**src/rtl/la_clkmux_ctrl.sv**
```systemverilog
// la_clkmux_ctrl: break-before-make sequencer for a glitch-free 2-input clock mux.
// A switch request drops the old select, waits W cycles, raises the new select,
// waits W cycles more, then pulses done. W = max(wait_cycles, 1), latched on acceptance.
// Handshake: req is a level sampled only in IDLE or DONE; there is no ready, a
// request seen while busy is simply dropped and must be re-issued by the requester.
module la_clkmux_ctrl #(
    parameter        PROP = "DEFAULT",
    parameter int    CW   = 8
) (
    input  logic          clk,
    input  logic          reset,
    input  logic          req,
    input  logic          req_sel,
    input  logic [CW-1:0] wait_cycles,
    output logic          sel0,
    output logic          sel1,
    output logic          cur_sel,
    output logic          busy,
    output logic          done,
    output logic [1:0]    state_dbg
);

    typedef enum logic [1:0] {
        ST_IDLE  = 2'd0,
        ST_BREAK = 2'd1,
        ST_MAKE  = 2'd2,
        ST_DONE  = 2'd3
    } state_t;

    state_t        state;
    logic [CW-1:0] cnt;      // cycles left in the current phase, minus one
    logic [CW-1:0] wlat;     // latched W-1, reloaded at MAKE entry
    logic          tgt;      // latched target source
    logic [CW-1:0] w_m1;     // W-1 from the live input, zero counts as one

    // Settle length minus one; a zero request is treated as a one-cycle phase
    always_comb begin
        w_m1 = '0;
        if (wait_cycles != '0) begin
            w_m1 = wait_cycles - CW'(1);
        end
    end

    assign state_dbg = state;

    // Sequencer: all outputs are registered and updated together with the state
    always_ff @(posedge clk or posedge reset) begin
        if (reset) begin
            state   <= ST_IDLE;
            sel0    <= 1'b1;
            sel1    <= 1'b0;
            cur_sel <= 1'b0;
            busy    <= 1'b0;
            done    <= 1'b0;
            cnt     <= '0;
            wlat    <= '0;
            tgt     <= 1'b0;
        end else begin
            case (state)
                ST_IDLE, ST_DONE: begin
                    // DONE behaves exactly like IDLE for a new request
                    state <= ST_IDLE;
                    done  <= 1'b0;
                    busy  <= 1'b0;
                    if (req) begin
                        if (req_sel != cur_sel) begin
                            state <= ST_BREAK;
                            cnt   <= w_m1;
                            wlat  <= w_m1;
                            tgt   <= req_sel;
                            sel0  <= 1'b0;
                            sel1  <= 1'b0;
                            busy  <= 1'b1;
                        end else begin
                            // Already on the requested source: acknowledge only
                            state <= ST_DONE;
                            done  <= 1'b1;
                        end
                    end
                end
                ST_BREAK: begin
                    if (cnt == '0) begin
                        state   <= ST_MAKE;
                        cnt     <= wlat;
                        sel0    <= ~tgt;
                        sel1    <= tgt;
                        cur_sel <= tgt;
                    end else begin
                        cnt <= cnt - CW'(1);
                    end
                end
                ST_MAKE: begin
                    if (cnt == '0) begin
                        state <= ST_DONE;
                        busy  <= 1'b0;
                        done  <= 1'b1;
                    end else begin
                        cnt <= cnt - CW'(1);
                    end
                end
                default: begin
                    // Unreachable encodings fall back to the reset picture
                    state   <= ST_IDLE;
                    sel0    <= 1'b1;
                    sel1    <= 1'b0;
                    cur_sel <= 1'b0;
                    busy    <= 1'b0;
                    done    <= 1'b0;
                    cnt     <= '0;
                    wlat    <= '0;
                    tgt     <= 1'b0;
                end
            endcase
        end
    end

endmodule
```
**config.mk**
```make
export PLATFORM = sky130hd
export DESIGN_NAME = la_clkmux_ctrl
export DESIGN_NICKNAME = d
export VERILOG_FILES = /design/src/rtl/la_clkmux_ctrl.sv
export SDC_FILE = /design/constraint.sdc
export NUM_CORES = 1
export LEC_CHECK = 0
export BUFFER_PORTS_ARGS = -buffer_cell sky130_fd_sc_hd__buf_4
export CORE_ASPECT_RATIO = 1.2
export CORE_MARGIN = 3
export CORE_UTILIZATION = 43
export CTS_BUF_LIST = sky130_fd_sc_hd__clkbuf_8
export CTS_CLUSTER_SIZE = 28
export DETAILED_ROUTE_END_ITERATION = 10
export PLACE_DENSITY = 0.64
export SYNTH_ARGS = -nofsm -noshare
export SYNTH_HDL_FRONTEND = slang
export SYNTH_SLANG_ARGS = --single-unit
```
**constraint.sdc**
```tcl
create_clock -name clk -period 2.01 [get_ports clk]
set_input_delay 0.1005 -clock clk [delete_from_list [all_inputs] [get_ports clk]]
set_output_delay 0.1005 -clock clk [all_outputs]
set_load 0.01 [all_outputs]
```
Word level (Yosys, flattened, before mapping)
Index checks and enable logic that the tools add are counted.
{"block": "op_classes", "addsub": 2, "multipliers": 0, "div_mod_pow": 0, "order_cmp": 0, "eq_ne": 9, "shifts": 0, "mux": 25, "n_bitwise": 1, "n_reduce_logical": 12}
{"operator": "2-to-1 mux 8 bit", "n": 5}
{"operator": "case mux 8 bit (3 select lines)", "n": 1}
{"operator": "subtractor 8 x 1 -> 8 bit (second input constant)", "n": 2}
{"operator": "2-to-1 mux 1 bit", "n": 10}
{"operator": "inequality test 2 bit (second input constant)", "n": 5}
{"operator": "logical NOT 8 bit", "n": 1}
{"operator": "2-to-1 mux 2 bit", "n": 4}
{"operator": "case mux 1 bit (2 select lines)", "n": 4}
{"operator": "nonzero test 8 bit", "n": 1}
{"operator": "case mux 2 bit (3 select lines)", "n": 1}
{"operator": "AND reduction 2 bit", "n": 3}
{"operator": "AND reduction 3 bit", "n": 2}
{"operator": "equality test 2 bit (second input constant)", "n": 2}
{"operator": "AND reduction 4 bit", "n": 1}
{"operator": "nonzero test 2 bit", "n": 2}
{"operator": "equality test 2 x 1 -> 1 bit (second input constant)", "n": 1}
{"operator": "logical NOT 2 bit", "n": 1}
{"operator": "OR reduction 2 bit", "n": 1}
{"operator": "inequality test 1 bit", "n": 1}
{"operator": "NOT 1 bit", "n": 1}
{"block": "word_totals", "reg_bits": 24, "latch_bits": 0, "ram_bits": 0, "rom_bits": 0, "input_bits": 12, "out_inout_bits": 7, "word_cells": 58, "memories": 0}

Longest topological paths before layout
Gate-level depths: netlist (run 1).
{"block": "depth", "ltp_word": 5, "ltp_mapped": 9, "mapped_depth_nobuf": 7}

Least setup slack after synthesis (run 1)
OpenSTA, ideal clock, no wires.
{"block": "synth_path", "path_kind": "register to register", "from": "register state[0], in the netlist state_dbg[0]", "to": "register cnt[0]", "setup_time_ns": 0.135, "t_arrival_ns": 1.703, "required_time_ns": 1.875, "setup_slack_ns": 0.171, "stages_incl_launch_ff": 9, "path_buffers": 2, "synth_period_minus_slack_ns": 1.839, "path_cell_list": "dfrtp_1 inv_1 ha_1 clkbuf_1 nor4b_1 a21oi_1 buf_2 a221oi_1 o22ai_1"}
{"block": "synth_between", "elab_chain_len": 4, "elab_cells_between_ends": 10, "cone_classes": "eq/ne: 6; mux: 1; reduce/logical: 3"}
{"element": "start: declaration", "line": "30", "rtl": "state_t state;"}
{"element": "start signal: assignment", "line": "49", "rtl": "state <= ST_IDLE;"}
{"element": "start signal: assignment", "line": "62", "rtl": "state <= ST_IDLE;"}
{"element": "start signal: assignment", "line": "67", "rtl": "state <= ST_BREAK;"}
{"element": "equality test 2 bit / logical NOT 2 bit (equally long branches)", "line": "59", "rtl": "case (state)"}
{"element": "OR reduction 2 bit", "line": "59"}
{"element": "inequality test 2 bit (no source line)"}
{"element": "AND reduction 3 bit (no source line)"}
{"element": "end signal: assignment", "line": "68", "rtl": "cnt <= w_m1;"}
{"element": "end signal: assignment", "line": "84", "rtl": "cnt <= wlat;"}
{"element": "end signal: assignment", "line": "89", "rtl": "cnt <= cnt - CW'(1);"}
{"element": "end: declaration", "line": "31", "rtl": "logic [CW-1:0] cnt;"}
Parallel ways exist; a longest one is shown, timed or not.
A chain may end at the register's enable or synchronous reset.

Final worst setup path (run 1)
{"block": "layout_path", "from": "register cnt[0]", "to": "register sel1"}
{"block": "layout_between", "elab_chain_len": 3}
{"element": "logical NOT 8 bit", "line": "82", "rtl": "if (cnt == '0) begin"}
{"element": "inequality test 2 bit (no source line)"}
{"element": "AND reduction 4 bit (no source line)"}
{"element": "end signal: assignment", "line": "86", "rtl": "sel1 <= tgt;"}
{"element": "end: declaration", "line": "16", "rtl": "output logic sel1,"}
No other way between the ends.

==> impl_metrics.yaml, run 1 <==
sta:
  maxSlewHeadroom_pct: 70.6
  drv_slew: 0
  tightestPinTransition_ps: 435
  timing.hold.ws_ps: 68.5
  setup_viol: 0
  skew_ps: 7.99
  fin_crit_ps: 1880
  period_share_pct: 93.6
  hold_violations: 0
  fmaxAchievable_mhz: 532
detailed_routing:
  highest_layer: "met4"
  met2_length_um: 2060
  route.detailed.drc: 0
  vias_per_cell: 6.18
  wl_met1_um: 1820
  dr.pass1.iters: 4
  drtAntennaViolNets: 0
  drt_iter0_drc: 89
  vias: 1495
  met3_length_um: 99
  wl_um: 4000
  post_drt_wl_per_cell_um: 16.5
worst_hold_path:
  whs_path_depth: 2
  min_path_type: "in2reg"
yosys:
  syn_area_sq_um: 1550
  ys_seq_area_share_pct: 38.8
  async_reset_ff_share_pct: 100
  syn_nets: 193
  synth_cell_types: 46
  yosysWarningCount: 0
  synth-main-ff-cell: "dfrtp_1"
  synth_edf_count: 0
  avgSynthCellArea_sq_um: 8.82
  synthCells: 176
  ys_ff_latch: 24
clock_tree:
  root_buffer: "clkbuf_8"
  clockBufferDepth: 2
  clk_latency_ps: 270
  cts_tree: "yes"
  cts.sinks: 24
  cts_max_level: 1
  path_clk_slew_ps: 90
  cts_made_buffers: 3
  post_cts_buffers: 0
pwr:
  p_leak_uw: 0.000869
  worst_ir_drop_vdd_mv: 0.585
  power_uw: 2690
  power_density_nw_per_um2: 1410
cells_and_area:
  finalInstanceArea_sq_um: 1910
  final_nets: 223
  n_antenna_cell: 0
  drive_gt1_share_pct: 24.4
  syn2layout_area_growth_pct: 22.8
placed_design:
  hpwl_um: 3070
  gp_congestion: 0.843
  port_buffers: 18
  dpl_cell_area_sq_um: 1790
floorplanning:
  core_sq_um: 3400
  die-area_sq_um: 4370
  initial_core_util_pct: 45.7
  die_h_um: 71.8
  die_x_um: 60.8
  rows: 23
  ios: 19
setup_path:
  path_max_fanout: 4
  required_ps: 2220
  path_class: "reg2reg"
  cp.arrival_ps: 2090
  ff2ff_path_depth: 7
  ff2ff_setup_slack_ps: 130
  worstSetupStartpointType: "flop"
  critPathCaptureType: "flop"
outcome:
  outcome: "completed"
global_routing:
  grt_max_degree: 25
  gr-total-overflow: 0
  grt_pass1_wl_um: 6750
  grt_pass1_vias: 1470
  grt_usage_pct: 19.9
  grt_antenna_before_repair: 0
job:
  cap_viol_max_count: 0
## worst max-delay path: stages (launching register included)
cell and delay [ps]:
dfrtp_1 380, inv_1 120, ha_1 180, or3b_2 470
nor2_2 240, nand2_1 90, o21ai_0 180, a22o_1 180
## synthesized netlist by cell type, types with 2 or more instances
library cell / instances / area [sq um]
a21o_1: 4 / 30.0
a21oi_1: 7 / 35.0
a221oi_1: 8 / 70.1
a22o_1: 2 / 17.5
buf_2: 2 / 10.0
clkbuf_1: 3 / 11.3
dfrtp_1: 23 / 576
ha_1: 5 / 62.6
inv_1: 14 / 52.6
mux2_2: 2 / 22.5
nand2_1: 21 / 78.8
nand3_1: 4 / 20.0
nor2_1: 12 / 45.0
nor2b_1: 2 / 12.5
nor3_1: 4 / 20.0
nor4_1: 3 / 18.8
nor4b_1: 2 / 17.5
o21ai_0: 12 / 60.1
o22a_1: 3 / 26.3
o22ai_1: 5 / 31.3
o31ai_1: 7 / 52.6
or3_1: 3 / 18.8
or4_1: 3 / 22.5
or4b_4: 2 / 27.5
xor2_1: 2 / 17.5
## placed cells by master, fill, tap and decap left out, drive strengths merged, types with 3 or more instances in the layout
master / Yosys / final
nor4: 3 / 3
dfrtp: 23 / 23
or4: 3 / 3
nor3: 4 / 4
ha: 5 / 5
a21o: 4 / 4
a221oi: 8 / 8
o21ai: 12 / 12
clkbuf: 3 / 3
inv: 14 / 14
nand2: 21 / 21
a21oi: 8 / 8
buf: 4 / 31
o22ai: 5 / 5
o31ai: 7 / 7
nor2: 12 / 12
or3: 3 / 3
nand3: 5 / 5
o22a: 3 / 3
## kinds of logic after synthesis
kind of cell	share of synthesized area, %
AOI/OAI and AO/OA	26.5
xor gates and xnor gates	1.69
adders and majority gates	4.03
buffers and inverters	5.73
DFF	38.8
muxes	2.10
and+or+nand+nor	21.1
## layer usage
layer | vias up | track usage [%]
li1 | 722 | -
met1 | 739 | 27.9
met2 | 30 | 32.7
met3 | 4 | 1.98
met4 | 0 | 5.06
met5 | - | 0
## where the power goes
| part | switching [uW] | total (uW) | internal [uW] |
|---|---|---|---|
| clock | 158 | 424 | 266 |
| combinational | 774 | 1390 | 612 |
| sequential | 187 | 880 | 694 |
| total | 1120 | 2690 | 1570 |
## stage by stage
stage | TNS, ps | cells | util [%] | worst slack (ps)
after floorplan | 0 | 176 | - | 171
after global placement | 0 | 237 | 52.8 | 142
after detailed placement | 0 | 237 | 52.8 | 94.8
after CTS | 0 | 242 | 55.2 | 93.3
after global routing | -21.1 | 242 | 56.1 | -21.1
final | 0 | 242 | 56.1 | 129
## layout make-up
class	count	area, sq um
clock buffers	3	41.3
flip-flops and latches	24	602
repair buffers	32	243
clock inverters	1	30.0
fillers	325	1490
multi-input cells	131	891
well taps	37	46.3
inverters	14	52.6
## registers in the layout (all words and copies together) (netlist names)
| register | flops |
|---|---|
| sel1 | 1 |
| cur_sel | 1 |
| cnt | 8 |
| busy | 1 |
| sel0 | 1 |
| done | 1 |
| wlat | 8 |
| state_dbg | 2 |
| tgt | 1 |
## worst paths after layout
kind,start,endpoint
max,cnt[0]$_DFFE_PP0P_,sel1$_DFFE_PP0P_
min,wait_cycles[0],wlat[0]$_DFFE_PP0P_
max reg2reg,cnt[0]$_DFFE_PP0P_,sel1$_DFFE_PP0P_
min reg2reg,wlat[1]$_DFFE_PP0P_,wlat[1]$_DFFE_PP0P_
max in group asynchronous,reset,sel0$_DFFE_PP1P_
min in group asynchronous,reset,tgt$_DFFE_PP0P_
## timing repair
action                                  in CTS  in global routing
hold endpoints to repair                    23                  0
endpoints found under the setup margin       0                  9
gates resized for setup                      0                  7
hold buffers                                 1                  0
No activity file was read; power rests on OpenSTA's default activity.
==> inputs of run 2 (changes only) <==
--- a/config.mk
+++ b/config.mk
@@ -6,13 +6,15 @@
 export NUM_CORES = 1
 export LEC_CHECK = 0
 export BUFFER_PORTS_ARGS = -buffer_cell sky130_fd_sc_hd__buf_4
+export CELL_PAD_IN_SITES_DETAIL_PLACEMENT = 0
+export CELL_PAD_IN_SITES_GLOBAL_PLACEMENT = 1
 export CORE_ASPECT_RATIO = 1.2
 export CORE_MARGIN = 3
 export CORE_UTILIZATION = 43
 export CTS_BUF_LIST = sky130_fd_sc_hd__clkbuf_8
 export CTS_CLUSTER_SIZE = 28
 export DETAILED_ROUTE_END_ITERATION = 10
-export PLACE_DENSITY = 0.64
+export PLACE_DENSITY = 0.8
 export SYNTH_ARGS = -nofsm -noshare
 export SYNTH_HDL_FRONTEND = slang
 export SYNTH_SLANG_ARGS = --single-unit
==> run 2 against run 1 <==
Net effect:
- critical path depth unchanged
- clock power shrank 21%
- final cell count fell by 0.41%
- critical path type unchanged
- critical endpoint is now cnt[2]$_DFFE_PP0P_
==> impl_metrics.yaml, run 2 (same netlist as run 1, synthesis figures left out) <==
detailed_routing:
  dr.pass1.iters: 4
  wl_um: 4040
  post_drt_wl_per_cell_um: 16.8
  vias: 1473
  drt_iter0_drc: 74
  drtAntennaViolNets: 0
  route.detailed.drc: 0
  vias_per_cell: 6.11
setup_path:
  required_ps: 2150
  crit_start: "state_dbg[0]$_DFFE_PP0P_"
  worstSetupStartpointType: "flop"
  path_class: "reg2reg"
  path_max_fanout: 11
  reg2reg_from: "state_dbg[0]$_DFFE_PP0P_"
  cp.arrival_ps: 2070
  critPathCaptureType: "flop"
floorplanning:
  ios: 19
  die-area_sq_um: 4370
  core_sq_um: 3400
  initial_core_util_pct: 45.7
  die_x_um: 60.8
  rows: 23
  die_h_um: 71.8
sta:
  maxSlewHeadroom_pct: 62.6
  timing.hold.ws_ps: 55.6
  fmaxAchievable_mhz: 518
  tightestPinTransition_ps: 560
  skew_ps: 7.70
  period_share_pct: 96.1
  setup_viol: 0
  drv_slew: 0
  hold_violations: 0
  fin_crit_ps: 1930
outcome:
  outcome: "completed"
worst_hold_path:
  min_path_type: "in2reg"
  min_from: "wait_cycles[0]"
clock_tree:
  clockBufferDepth: 2
  root_buffer: "clkbuf_8"
  cts.sinks: 24
  cts_made_buffers: 3
  cts_max_level: 1
  path_clk_slew_ps: 90
  cts_tree: "yes"
  clk_latency_ps: 270
global_routing:
  grt_max_degree: 25
  gr-total-overflow: 0
  grt_antenna_before_repair: 0
  grt_pass1_wl_um: 6980
  grt_pass1_vias: 1489
  grt_usage_pct: 20.7
cells_and_area:
  n_antenna_cell: 0
  drive_gt1_share_pct: 23.5
  syn2layout_area_growth_pct: 20.6
  final_nets: 222
  fin_util_pct: 55.1
  final_cell_mix: "buf_4 (30), dfrtp_1 (23), nand2_1 (20)"
  final_common_cell: "buf_4"
job:
  cap_viol_max_count: 0
pwr:
  power_density_nw_per_um2: 1390
  p_leak_uw: 0.000855
  pwr-share-seq_pct: 34.2
  worst_ir_drop_vdd_mv: 0.575
  power_frac_comb_pct: 53.0
  power.switching_uw: 1120
  power_frac_clock_pct: 12.8
  switching_share_pct: 43.2
  p_int_uw: 1480
placed_design:
  gp_congestion: 0.797
  hpwl_um: 3120
  port_buffers: 18
## run 2: changes by cell type in the layout (fill, tap and decap cells not counted), sizes merged
cell | previous run | this run
buf | 31 | 30
bufinv | 1 | 0
clkbuf | 3 | 4
## run 2: final cells by class
class,instances,area [sq um]
clock buffer,4,55.1
multi-input combinational,131,880
tap,37,46.3
timing repair buffer,31,235
fill,334,1530
sequential,24,602
inverter,14,52.6
## run 2: power by group through the flow
stage / sequential [uW] / combinational [uW] / clock, uW
floorplan: 847 / 907 / 0
global placement: 874 / 1300 / 0
detailed placement: 894 / 1330 / 0
CTS: 884 / 1340 / 346
global route: 921 / 1560 / 368
finish: 892 / 1380 / 333
## run 2: worst paths after layout
path,endpoint,slack [ps],cells past startpoint
hold / removal,wlat[0]$_DFFE_PP0P_,60,2
min in group asynchronous,busy$_DFFE_PP0P_,420,4
setup / recovery,cnt[2]$_DFFE_PP0P_,80,7
setup reg to reg,cnt[2]$_DFFE_PP0P_,80,7
hold reg to reg,wlat[5]$_DFFE_PP0P_,500,1
max in group asynchronous,sel0$_DFFE_PP1P_,1290,4
## run 2: what timing repair did
item | 4_1_cts | 5_1_grt
buffers inserted | 0 | 1
hold endpoints to repair | 23 | 0
endpoints found under the setup margin | 0 | 8
hold buffers | 1 | 0
resized for setup | 0 | 5
## run 2: critical path, stage by stage (launching register included)
cell	delay, ps
dfrtp_1	410
inv_1	60
ha_1	290
nor4b_2	250
a21oi_1	130
buf_4	190
a221oi_1	320
o32ai_1	150
## run 2: routing by layer
layer	vias to the layer above	part of all wire (%)	GRT usage (%)
met4	0	1.4	6.51
met5	-	0	0
met1	722	43	28.0
met2	29	52	34.2
li1	716	-	-
met3	6	3.6	1.80
## run 2: metrics by stage
step           instance area, sq um  instances  total power, uW  TNS [ps]  setup slack (ps)
2_1_floorplan                  1550        176             1750         0               171
3_3_place_gp                   1780        235             2170         0               135
3_5_place_dp                   1780        235             2230         0              90.7
4_1_cts                        1840        240             2570         0              80.2
5_1_grt                        1870        241             2850     -54.5             -38.4
6_report                       1870        241             2610         0              78.6
